## src/rtl/adder8_slice_sched.sv

```systemverilog
// Two-requester sequencer that performs 8-bit additions on a shared 5-bit adder slice.
// Low nibble first, then high nibble with the low carry injected into both operand LSBs.
module adder8_slice_sched #(
  parameter bit RR_EN = 1'b1
) (
  input  logic       clk,
  input  logic       rst,
  input  logic       req0_valid,
  output logic       req0_ready,
  input  logic [7:0] req0_a,
  input  logic [7:0] req0_b,
  input  logic       req1_valid,
  output logic       req1_ready,
  input  logic [7:0] req1_a,
  input  logic [7:0] req1_b,
  output logic [4:0] slice_a,
  output logic [4:0] slice_b,
  input  logic [5:0] slice_s,
  output logic       rsp_valid,
  input  logic       rsp_ready,
  output logic [8:0] rsp_sum,
  output logic       rsp_id
);

  typedef enum logic [1:0] {StIdle, StLo, StHi, StResp} state_e;

  state_e     r_state;
  logic       r_ptr;
  logic       r_id;
  logic       r_c;
  logic [7:0] r_a;
  logic [7:0] r_b;
  logic [8:0] r_sum;

  logic w_idle;
  logic w_grant0;
  logic w_grant1;
  logic w_unused;

  // With a correct slice the HI-pass LSB is always 0 and carries no information.
  assign w_unused = slice_s[0];
  assign w_idle   = (r_state == StIdle);

  always_comb begin
    w_grant0 = req0_valid & (~req1_valid | ~RR_EN | ~r_ptr);
    w_grant1 = req1_valid & ~w_grant0;
  end

  assign req0_ready = w_idle & ~rst & w_grant0;
  assign req1_ready = w_idle & ~rst & w_grant1;

  always_comb begin
    slice_a = 5'h00;
    slice_b = 5'h00;
    case (r_state)
      StLo: begin
        slice_a = {1'b0, r_a[3:0]};
        slice_b = {1'b0, r_b[3:0]};
      end
      StHi: begin
        slice_a = {r_a[7:4], r_c};
        slice_b = {r_b[7:4], r_c};
      end
      default: ;
    endcase
  end

  assign rsp_valid = (r_state == StResp);
  assign rsp_sum   = r_sum;
  assign rsp_id    = r_id;

  always_ff @(posedge clk or posedge rst) begin
    if (rst) begin
      r_state <= StIdle;
      r_ptr   <= 1'b0;
      r_id    <= 1'b0;
      r_c     <= 1'b0;
      r_a     <= 8'h00;
      r_b     <= 8'h00;
      r_sum   <= 9'h000;
    end else begin
      case (r_state)
        StIdle: begin
          if (w_grant0 | w_grant1) begin
            r_a     <= w_grant1 ? req1_a : req0_a;
            r_b     <= w_grant1 ? req1_b : req0_b;
            r_id    <= w_grant1;
            r_state <= StLo;
          end
        end
        StLo: begin
          r_sum[3:0] <= slice_s[3:0];
          r_c        <= slice_s[4];
          r_state    <= StHi;
        end
        StHi: begin
          r_sum[8:4] <= slice_s[5:1];
          r_state    <= StResp;
        end
        StResp: begin
          if (rsp_ready) begin
            r_state <= StIdle;
            if (RR_EN) r_ptr <= ~r_id;
          end
        end
        default: r_state <= StIdle;
      endcase
    end
  end

endmodule

```

## config.mk

```make
export PLATFORM = sky130hd
export DESIGN_NAME = adder8_slice_sched
export DESIGN_NICKNAME = d
export VERILOG_FILES = /design/src/rtl/adder8_slice_sched.sv
export SDC_FILE = /design/constraint.sdc
export NUM_CORES = 1
export LEC_CHECK = 0
export BUFFER_PORTS_ARGS = -buffer_cell sky130_fd_sc_hd__buf_2
export CORE_MARGIN = 2
export CORE_UTILIZATION = 47
export DETAILED_ROUTE_END_ITERATION = 6
export PLACE_DENSITY = 0.79
export SYNTH_ARGS = -nofsm -noshare
export SYNTH_HDL_FRONTEND = slang
export SYNTH_SLANG_ARGS = --single-unit
export TNS_END_PERCENT = 10
```

## constraint.sdc

```tcl
create_clock -name clk -period 2 [get_ports clk]
set_clock_uncertainty 0.2 [all_clocks]
set_input_delay 0.2 -clock clk [delete_from_list [all_inputs] [get_ports clk]]
set_output_delay 0.2 -clock clk [all_outputs]
set_load 0.005 [all_outputs]
```

* Word level (Yosys, flattened, before mapping) *
Index checks and enable logic that the tools add are counted.

cells by class
  magnitude comparators = 0
  reductions and logical operators = 4
  bitwise logic cells = 12
  shift-type cells = 0
  mux-type cells = 7
  add/sub/neg operators = 0
  equal/unequal tests = 5
  multipliers = 0
  divide/modulo/power cells = 0

operators with widths
  kind                                                    count
  one-hot mux 5 bit (2 select lines)                      2
  2-to-1 mux 8 bit                                        2
  one-hot mux 2 bit (4 select lines)                      1
  AND reduction 2 bit                                     3
  bitwise AND 1 bit                                       5
  inverter 1 bit                                          5
  equality test 2 bit (second input constant)             2
  2-to-1 mux 2 bit                                        2
  inequality test 2 x 1 -> 1 bit (second input constant)  2
  equality test 2 x 1 -> 1 bit (second input constant)    1
  logical NOT 2 bit                                       1
  OR 1 bit                                                2

storage, ports and cells
  output and inout bits = 23
  memories = 0
  bits in latches = 0
  bits in writable memories = 0
  word-level logic and storage cells = 36
  memory bits (read-only) = 0
  input bits = 43
  flip-flop bits (word level) = 30

* Depth between registers and ports, before layout *
Gate-level depths: netlist of the first run.

  depth after elaboration = 8
  gate-level depth with buffers = 6
  gate-level depth less buffers = 5

* Least setup slack after synthesis of the first run *
Ideal clock, no wire load.

  path kind = reg-to-output
  from = register r_state[0]
  to = output port slice_a[0]
  buffers on the path = 1
  data required time = 1.600 ns
  setup slack = 0.413 ns
  arrival time = 1.187 ns
  stages on the path, launching flop included = 6
  path through = dfrtp_1 > inv_1 > ha_1 > buf_2 > nand2_1 > a21boi_0

on the way
  word-level cells in the longest chain between the ends = 2
  elaborated cells on any way between the ends = 3
  classes of those cells = eq/ne: 2; mux: 1

RTL lines
  item                                                                        line  text
  start, declared                                                             27    state_e r_state;
  start signal, assigned                                                      74    r_state <= StIdle;
  start signal, assigned                                                      88    r_state <= StLo;
  start signal, assigned                                                      94    r_state <= StHi;
  equality test 2 bit / equality test 2 x 1 -> 1 bit (equally long branches)  55    case (r_state)
  one-hot mux 5 bit (2 select lines) *                                        55
  end, declared                                                               16    output logic [4:0] slice_a,

Every way passes the cells marked *; elsewhere a longest branch is shown, timed or not.

* Worst setup path after layout of the first run *
  from = register r_state[0]
  to = output port slice_b[2]

on the way
  word-level cells in the longest chain between the ends = 2
  elaborated cells on any way between the ends = 3
  classes of those cells = eq/ne: 2; mux: 1

RTL lines
  item                                                                        line  text
  equality test 2 bit / equality test 2 x 1 -> 1 bit (equally long branches)  55
  one-hot mux 5 bit (2 select lines) *                                        55
  end, declared                                                               17    output logic [4:0] slice_b,

Marked as above.

==> summary.txt, run 1 <==
Clocking
  – Root Driver: clkbuf_4
  – Clock buffer depth: 2
  – Num CTS Buffers: 5
  – Clock Sinks: 30
  – TritonCTS clock tree: done
  – H-tree depth: 2
  – CTS clk-pin slew, worst paths: about 0.12 ns
  – Worst skew pair latency: 0.35 ns

Floorplanning
  – Core box area: 3100 um^2
  – Io pins: 66
  – Die area: around 3800 um^2
  – Die Height: 61.6 um
  – Initial core utilization: 50.3%
  – Die Wd: a little over 60 um
  – # rows: 20

Timing
  – Final period utilization: 101%
  – RSZ-0062 raised after global routing: yes
  – Worst-Margin Slew: around 0.72 ns
  – Setup violators final: 3
  – Slew headroom: a little over half
  – Final Hold Vio Count: 1
  – Final setup TNS: -0.0234 ns
  – Post-route setup slack: -0.0127 ns
  – Hold slack: -0.00702 ns
  – Max-slew violation count: 0
  – Max frequency: 497 MHz
  – Minimum clock period: roughly 2.0 ns

Status
  – Failing checks: negative hold slack, negative setup slack
  – Status: finished with violations

Logic synthesis
  – Seq/Total Area, Yosys: roughly 48%
  – Synth unique cells: 25
  – Number of synthesis warnings: 0
  – Main area contributors after synthesis: dfrtp_1 (48%), mux2_2 (7.9%), a31oi_1 (6.4%), a21oi_1 (5.1%), o21ai_0 (4.5%)
  – Yosys top cell by area: dfrtp_1
  – Top cell type's share of synthesized area: about 48%
  – Syn Inst Count: 160
  – Syn_nets: around 210
  – Register bit total from synthesis: 30
  – Mapped Area: 1560 um^2
  – Syn_area_per_cell: between 9 and 10 um^2

Drt
  – 1st-pass router iterations: 4
  – Wire per inst: ~16 um
  – Vias per cell: around 5.6
  – Drt total wl: just over 5 mm
  – Vias: 1756
  – Post-route DRC violation count: 0
  – Drt initial violations: ~110
  – Detail Route Antenna Nets: 0

Critical path
  – Worst setup SP type: flip-flop
  – Critical path type: reg2out
  – Critical path arrival: ~1.6 ns
  – Cell Chain, Critical Path: buf_4 -> ha_4 -> buf_8 -> a22oi_1 -> nor2b_1 -> buf_2
  – Setup crit end kind: output pin
  – Max stage delay on crit path: about 0.43 ns
  – Worst-path fanout max: 10
  – CP max stage cell: dfrtp_1
  – Required time of the critical path: between 1.5 and 2 ns

Global routing
  – Total grt overflow: 0
  – Total GRT Usage: about 28%
  – First-pass GRT wire length: 7.57 mm
  – Largest net degree at the start of global routing: 31
  – Initial antenna violation count: 0
  – Vias in the first global route: between 1500 and 2000

Layout
  – Reg area: approximately 750 um^2
  – Area growth, synth to finish: 63.1%
  – Final layout net count: 319
  – Layout cell share with drive strength beyond 1: between 40% and 50%
  – FILL cells: between 150 and 200
  – ANT cells: 0
  – Final instance area: roughly 2500 um^2
  – Final core occ: roughly 82%
  – Multi-input gate area: approximately 800 um^2

Pwr
  – Internal cell power: approximately 0.0023 W
  – Leak: approximately 1.2 nW
  – PwrDens: approximately 1400 nW/um^2
  – Reg power frac: 30.6%
  – Switching Fraction: a little over a third
  – Peak VDD IR: 0.902 mV
  – NetSw: 0.00135 W
  – Logic pwr share: roughly half
  – Clock Power Share: between 15 and 20%

Worst hold path
  – Worst Hold Class: in2reg

Placement
  – DP Wirelength: around 2.8 mm
  – Buffers on Ports: 65
  – Post-DP Area: between 1500 and 2000 um^2
  – Routability cong.: 0.801
  – Dpl ws: around 0.27 ns

Run
  – Max cap viols: 0
-- cell families (layout without fill, tap and decap cells) --
kind of cell / after synthesis / in the layout / share of synthesized area, %
AOI/OAI and AO/OA: 61 / 61 / 23.6
DFF: 30 / 30 / 48.1
muxes: 13 / 13 / 9.21
and+or+nand+nor: 35 / 35 / 10.6
buffers and inverters: 16 / 128 / 4.57
adders and majority gates: 5 / 5 / 4.01
-- area by class of cell --
class | count | area share [%]
clock buffers | 6 | 2.01
clock inverters | 2 | 2.36
inverters | 5 | 0.737
multi-input cells | 114 | 31.6
flip-flops and latches | 30 | 29.5
well taps | 44 | 2.16
repair buffers | 115 | 31.6
-- per-stage QoR --
| stage | power [W] | hold slack, ns | std cells |
|---|---|---|---|
| finish | 0.00369 | -0.00702 | 316 |
| global placement | 0.00255 | 0.185 | 263 |
| CTS | 0.00342 | 0.000483 | 313 |
| floorplan | 0.00208 | 0.105 | 160 |
| detailed placement | 0.00259 | 0.183 | 263 |
| global route | 0.00394 | 0.0145 | 316 |
-- cell usage after synthesis --
| library cell | instances |
|---|---|
| clkbuf_1 | 2 |
| o21ai_2 | 1 |
| ha_1 | 5 |
| nand2_1 | 5 |
| and4_1 | 1 |
| buf_2 | 9 |
| mux2_2 | 11 |
| a21boi_0 | 2 |
| nor2b_1 | 7 |
| o21ai_0 | 14 |
| nand2b_1 | 1 |
| inv_1 | 5 |
| a22oi_1 | 6 |
| a21oi_2 | 1 |
| and3_1 | 2 |
| nor2_1 | 18 |
| a32o_1 | 1 |
| a21oi_1 | 16 |
| mux2i_1 | 2 |
| o2111a_1 | 1 |
| o21ai_1 | 2 |
| o21a_2 | 1 |
| dfrtp_1 | 30 |
| a31oi_1 | 16 |
| and2b_1 | 1 |
-- registers in the layout, summed over array words and instances (netlist names) --
name and cells:
rsp_id 1, r_b 8, r_state 2, r_ptr 1, rsp_sum 9, r_c 1
r_a 8
-- what timing repair did --
action | CTS | global route
pin swaps | 0 | 1
endpoints found under the hold margin | 58 | 0
gates resized for setup | 7 | 15
endpoints found under the setup margin | 10 | 12
hold buffers | 37 | 0
gates cloned | 0 | 1
setup buffers | 5 | 2
-- metal layers --
layer,routed length [um],global-route usage [%],vias up
li1,-,-,797
met4,92,8.81,0
met3,426,7.35,11
met1,1900,34.0,848
met5,0,0,-
met2,2700,47.7,100
-- power by group through the flow --
stage	combinational (W)	clock (W)	sequential [W]
after floorplan	0.00101	0	0.00108
after global placement	0.00146	0	0.00109
after detailed placement	0.00148	0	0.00111
after CTS	0.00168	0.000652	0.00109
after global routing	0.00210	0.000680	0.00116
final	0.00191	0.000651	0.00113
-- worst max-delay path: cells and delay by family (launching register included) --
| family | cells | cell delay [ns] |
|---|---|---|
| fa+ha+maj | 1 | 0.18 |
| buf+inv | 3 | 0.42 |
| flops | 1 | 0.43 |
| compound gates | 1 | 0.15 |
| simple gates | 1 | 0.07 |
-- path summary, 6_finish.rpt --
kind | startpoint | endpoint | slack, ns | cells after the start
worst max-delay path | r_state[0]$_DFFE_PP0P_ | slice_b[2] | -0.01 | 6
worst min-delay path | req1_a[3] | r_a[3]$_DFFE_PP0P_ | -0.007 | 3
worst max register to register | r_state[1]$_DFFE_PP0P_ | r_b[6]$_DFFE_PP0P_ | 0.21 | 5
worst min register to register | rsp_sum[7]$_DFFE_PP0N_ | rsp_sum[7]$_DFFE_PP0N_ | 0.31 | 1
max in group asynchronous | rst | r_a[1]$_DFFE_PP0P_ | 0.94 | 4
min in group asynchronous | rst | rsp_sum[8]$_DFFE_PP0N_ | 0.35 | 4
-- layout by cell type (no fill, tap or decap), types with 2 or more instances in the layout --
cell type      count
buf_4              9
nor2_1            18
a31oi_1           16
nand2_1            4
mux2_2            11
nor2b_1            7
dfrtp_1           30
bufinv_16          2
o21ai_1            2
inv_1              3
inv_2              2
clkbuf_4           5
dlygate4sd3_1     37
buf_6              2
o21ai_0           14
a21oi_1           16
mux2i_1            2
ha_4               2
a22oi_2            5
buf_2             66
ha_2               2
No activity file was read; power rests on OpenSTA's default activity.
==> inputs of run 2 (changes only) <==
ABC_CLOCK_PERIOD_IN_PS = 2000   (was default)
SKIP_LAST_GASP = 1   (was default)
==> run 2 against run 1 <==
  * The flow still finishes with violations (negative hold slack, negative setup slack)
  * Utilization is 0.28 points lower
  * Power is 1.1% lower
  * First-iteration DRC count is 21% higher
  * Global-route usage stayed put
  * Clock power hardly changed
  * Cell area is 0.34% lower
  * Hold slack worse by 0.0025 ns
  * Final cell count stayed put
  * Flip-flop and latch count stayed put
  * Critical path depth stayed put
  * Combinational power hardly changed
  * Count of clock-buffer cells in the layout stayed put
==> summary.txt, run 2 (same netlist as run 1, synthesis figures left out) <==
Status
  – Status: finished with violations
  – Failing checks: negative hold slack, negative setup slack

Layout
  – Final layout net count: approximately 320
  – FILL cells: about 210
  – Most frequent cells in the layout: buf_2 (66), dlygate4sd3_1 (37), dfrtp_1 (30)
  – ANT cells: 0
  – Layout cell share with drive strength beyond 1: ~42%
  – Commonest non-fill, non-tap cell in the layout: buf_2
  – Max reg flops: 9
  – Multi-input gate area: ~800 um^2
  – Area growth, synth to finish: 62.6%
  – Reg area: roughly 750 um^2
  – Post-Layout Cell Count: roughly 320

Floorplanning
  – Die area: approximately 3800 um^2
  – Io pins: between 60 and 70
  – Die Wd: roughly 62 um
  – Core box area: 3100 um^2
  – Die Height: 61.6 um
  – Initial core utilization: between 50% and 60%
  – # rows: 20

Pwr
  – PwrDens: 1440 nW/um^2
  – Reg power frac: between 30% and 40%
  – Peak VDD IR: 0.872 mV
  – Logic pwr share: roughly half
  – NetSw: approximately 0.0013 W
  – Clock Power Share: roughly 18%
  – Switching Fraction: approximately 36%
  – Leak: approximately 1.2 nW
  – Internal cell power: 0.00233 W

Timing
  – Max-slew violation count: 0
  – Slew headroom: a little over half
  – Final period utilization: 101%
  – Final Hold Vio Count: 1
  – Max frequency: 497 MHz
  – Setup violators final: 1
  – Hold slack: -0.00950 ns
  – RSZ-0062 raised after global routing: yes
  – Post-route setup slack: -0.0103 ns
  – Minimum clock period: 2.01 ns
  – Worst-Margin Slew: 0.687 ns

Clocking
  – Root Driver: clkbuf_4
  – Worst skew pair latency: 0.35 ns
  – Clock buffer depth: 2
  – CTS clk-pin slew, worst paths: approximately 0.10 ns
  – H-tree depth: 2
  – Num CTS Buffers: 5
  – TritonCTS clock tree: done
  – Clock Sinks: 30

Critical path
  – CP max stage cell: dfrtp_1
  – Critical path type: reg2out
  – Cell Chain, Critical Path: buf_4 -> ha_2 -> buf_6 -> a22oi_1 -> nor2b_1 -> buf_2
  – Max stage delay on crit path: about 0.42 ns
  – Required time of the critical path: around 1.6 ns
  – R2r worst-path depth: 5
  – Setup crit end kind: output pin
  – Setup crit start: r_state[1]$_DFFE_PP0P_
  – Critical path arrival: between 1.5 and 2 ns
  – RR Startpoint: r_state[0]$_DFFE_PP0P_
  – Worst-path fanout max: 7
  – Worst setup SP type: flip-flop
  – R2R Path End: r_state[1]$_DFFE_PP0P_
  – R2r setup slk: about 0.24 ns
  – End point of the critical path: slice_b[2]

Drt
  – Drt total wl: ~4.9 mm
  – Vias per cell: about 5.5
  – Detail Route Antenna Nets: 0
  – 1st-pass router iterations: 6
  – Wire per inst: approximately 16 um
  – Post-route DRC violation count: 0
  – Vias: between 1500 and 2000
  – Drt initial violations: roughly 140

Placement
  – Placed Cells: about 260
  – DP Wirelength: ~2.8 mm
  – Routability cong.: roughly 0.80
  – Buffers on Ports: 65
  – Dpl ws: around 0.27 ns

Global routing
  – Initial antenna violation count: 0
  – Largest net degree at the start of global routing: 31
  – Total GRT Usage: between 20% and 30%
  – Vias in the first global route: approximately 1600
  – First-pass GRT wire length: around 7.6 mm
  – Total grt overflow: 0

Worst hold path
  – Worst Hold Class: in2reg

Run
  – Max cap viols: 0
-- run 2: cell counts in the layout (fill, tap and decap cells not counted) --
No cell type changed its count.
-- run 2: worst min-delay path by stage --
stage / from / end / cells past startpoint / slack [ns]
6_report: req1_a[3] / r_a[3]$_DFFE_PP0P_ / 3 / -0.01
5_1_grt: req1_a[0] / r_a[0]$_DFFE_PP0P_ / 3 / 0.01
4_1_cts: req1_a[3] / r_a[3]$_DFFE_PP0P_ / 3 / 0.0005
3_5_place_dp: rst / rsp_sum[8]$_DFFE_PP0N_ / 3 / 0.18
3_3_place_gp: rst / rsp_sum[8]$_DFFE_PP0N_ / 3 / 0.19
2_1_floorplan: rst / r_a[0]$_DFFE_PP0P_ / 1 / 0.10
-- run 2: repair_timing --
action / in CTS / in global routing
hold endpoints to repair: 58 / 0
pin swaps: 0 / 1
setup buffers: 5 / 2
setup endpoints to repair: 10 / 12
cloned: 0 / 1
gates resized for setup: 7 / 13
hold buffers: 37 / 0
-- run 2: stage by stage --
stage	total power (W)	area (um^2)	util [%]	hold slack, ns	setup TNS [ns]
2_1_floorplan	0.00208	1560	-	0.105	0
3_3_place_gp	0.00255	1930	62.1	0.185	0
3_5_place_dp	0.00259	1930	62.1	0.183	0
4_1_cts	0.00342	2470	79.6	0.000483	0
5_1_grt	0.00390	2540	81.8	0.0145	-0.543
6_report	0.00364	2540	81.8	-0.00950	-0.0103
-- run 2: layout make-up --
| type | instances | share of cell area [%] |
|---|---|---|
| clock buffer | 6 | 2.02 |
| clock inverter | 2 | 2.37 |
| inverter | 5 | 0.739 |
| multi-input combinational | 114 | 31.5 |
| sequential | 30 | 29.6 |
| tap | 44 | 2.17 |
| timing repair buffer | 115 | 31.6 |
-- run 2: layer usage --
layer  track usage (%)  vias to the layer above  share of wire (%)
met5                 0                        -                  0
met4              8.81                        0                2.0
met3              7.35                       13                8.3
met2              47.7                      107                 52
met1              34.0                      808                 38
li1                  -                      799                  -
-- run 2: power by group through the flow --
| stage | clock, W | sequential (W) | combinational, W |
|---|---|---|---|
| 3_5_place_dp | 0 | 0.00111 | 0.00148 |
| 6_report | 0.000650 | 0.00112 | 0.00188 |
| 4_1_cts | 0.000652 | 0.00109 | 0.00168 |
| 5_1_grt | 0.000679 | 0.00116 | 0.00206 |
| 2_1_floorplan | 0 | 0.00108 | 0.00101 |
| 3_3_place_gp | 0 | 0.00109 | 0.00146 |
-- run 2: critical path: cells and delay by family, from the launching register on --
| kind | cells | cell delay, ns |
|---|---|---|
| adders and majority gates | 1 | 0.18 |
| buffers and inverters | 3 | 0.42 |
| and+or+nand+nor | 1 | 0.07 |
| DFF | 1 | 0.42 |
| AOI/OAI and AO/OA | 1 | 0.18 |
==> inputs of run 3 (changes only) <==
==> constraint.sdc (replaced) <==
create_clock -name clk -period 2 [get_ports clk]
set_clock_uncertainty 0.2 [all_clocks]
set_input_delay 0.3 -clock clk [delete_from_list [all_inputs] [get_ports clk]]
set_output_delay 0.3 -clock clk [all_outputs]
set_load 0.005 [all_outputs]
==> run 3 against run 2 <==
  * The run now ends clean
  * Final cell count is 11% lower
  * Clock power is 41% lower
  * Utilization is 13 points lower
  * Wire length is 13% lower
  * Count of clock-buffer cells in the layout is 1 higher
  * Non-clock buffer count is 34 lower
  * Combinational power is 6% lower
  * Flip-flop and latch count stayed put
  * Sequential power hardly changed
  * Cell area is 16% lower
  * Critical path type unchanged
==> summary.txt, run 3 (same netlist as run 1, synthesis figures left out) <==
Global routing
  – Total GRT Usage: ~22%
  – Total grt overflow: 0
  – Vias in the first global route: approximately 1400
  – Initial antenna violation count: 0
  – Largest net degree at the start of global routing: 31
  – First-pass GRT wire length: ~6.1 mm

Clocking
  – CTS clk-pin slew, worst paths: ~0.090 ns
  – Clock Sinks: 30
  – Root Driver: clkbuf_4
  – Clock buffer depth: 2
  – H-tree depth: 2
  – Worst skew pair latency: between 0.3 and 0.4 ns
  – TritonCTS clock tree: done
  – Num CTS Buffers: 5

Drt
  – Post-route DRC violation count: 0
  – Wire per inst: about 15 um
  – Vias per cell: 5.50
  – Drt initial violations: 55
  – 1st-pass router iterations: 4
  – Drt total wl: 4.24 mm
  – Detail Route Antenna Nets: 0
  – Vias: 1550

Timing
  – Post-route setup slack: between 0.004 and 0.005 ns
  – Worst-Margin Slew: just under 0.7 ns
  – Final setup TNS: 0 ns
  – Minimum clock period: between 1.5 and 2 ns
  – Max-slew violation count: 0
  – Final Hold Vio Count: 0
  – Setup violators final: 0
  – RSZ-0062 raised after global routing: yes
  – Hold slack: around 0.0087 ns
  – Final period utilization: about 100%
  – Slew headroom: a little over half
  – Max frequency: between 500 and 600 MHz

Layout
  – Post-Layout Cell Count: around 280
  – Final layout net count: around 290
  – Layout cell share with drive strength beyond 1: 44.5%
  – Max reg flops: 9
  – ANT cells: 0
  – Area growth, synth to finish: 37.3%
  – Most frequent cells in the layout: buf_2 (65), dfrtp_1 (30), nor2_1 (18)
  – Commonest non-fill, non-tap cell in the layout: buf_2

Critical path
  – R2r worst-path depth: 6
  – RR Startpoint: r_state[1]$_DFFE_PP0P_
  – Worst-path fanout max: 7
  – Required time of the critical path: ~1.5 ns
  – Worst setup SP type: flip-flop
  – Critical path type: reg2out
  – Setup crit start: r_state[0]$_DFFE_PP0P_
  – Critical path arrival: around 1.5 ns
  – R2R Path End: r_state[1]$_DFFE_PP0P_
  – Setup crit end kind: output pin
  – End point of the critical path: slice_a[3]
  – R2r setup slk: around 0.16 ns

Placement
  – Buffers on Ports: 65
  – Placed Cells: 264
  – Routability cong.: about 0.8
  – DP Wirelength: approximately 2.8 mm
  – Dpl ws: between 0.1 and 0.15 ns

Floorplanning
  – Die Wd: 61.6 um
  – Die area: approximately 3800 um^2
  – Initial core utilization: between 50% and 60%
  – Io pins: 66
  – # rows: 20
  – Die Height: 61.6 um
  – Core box area: a little over 3000 um^2

Worst hold path
  – Worst Hold Class: in2reg

Run
  – Max cap viols: 0

Status
  – Status: complete, no violations

Pwr
  – Leak: between 1 and 1.5 nW
  – Peak VDD IR: 0.752 mV
  – PwrDens: between 1500 and 2000 nW/um^2
## run 3: cell types whose count changed in the layout (fill, tap and decap cells not counted), sizes merged
cell and delta:
bufinv -2, buf -2, dlygate4sd3 -32, clkbuf +1
clkinv +1
## run 3: layout make-up
class                   count  area, um^2
fillers                   254         958
multi-input cells         114         795
flip-flops and latches     30         751
repair buffers             81         465
clock buffers               7        55.1
well taps                  44        55.1
inverters                   5        18.8
clock inverters             1        5.00
## run 3: worst min path at each step
stage,slack (ns),cells past startpoint,endpoint,from
CTS,0.006,2,rsp_sum[5]$_DFFE_PP0N_,slice_s[2]
detailed placement,0.27,3,r_ptr$_DFFE_PP0P_,rst
floorplan,0.20,1,r_a[0]$_DFFE_PP0P_,rst
global placement,0.27,1,r_ptr$_DFFE_PP0P_,rsp_id$_DFFE_PP0P_
global route,0.007,2,rsp_sum[4]$_DFFE_PP0N_,slice_s[1]
finish,0.009,3,r_a[4]$_DFFE_PP0P_,req0_a[4]
## run 3: worst max-delay path, cell delays in order, from the launching register on
cell     delay [ns]
dfrtp_1        0.40
inv_2          0.13
ha_4           0.21
buf_6          0.14
a22oi_2        0.05
nor2b_1        0.11
buf_2          0.12
## run 3: layer usage
metal	global-route usage (%)	vias to the layer above	share of wire (%)
met1	27.0	764	42
met5	0	-	0
met2	38.8	50	51
li1	-	729	-
met4	5.47	0	1.4
met3	7.14	7	5.5
## run 3: power by group
part	total (W)	switching, W	internal (W)	leakage, nW
logic	0.00177	0.000864	0.000905	0.643
registers	0.00110	0.000182	0.000923	0.342
clock network	0.000384	0.000214	0.000170	0.0353
## run 3: repair_timing
action                                 CTS  global route
pin swaps                                0             2
endpoints found under the hold margin   32             2
buffers inserted                         2             3
gates resized for setup                  8             9
setup endpoints to repair               12            12
hold buffers                             3             2
## run 3: metrics by stage
step	utilization, %	power [W]	cell area (um^2)
final	69.1	0.00326	2140
after global routing	69.1	0.00350	2140
after CTS	67.0	0.00311	2080
after detailed placement	62.3	0.00260	1930
after global placement	62.3	0.00256	1930
after floorplan	-	0.00208	1560
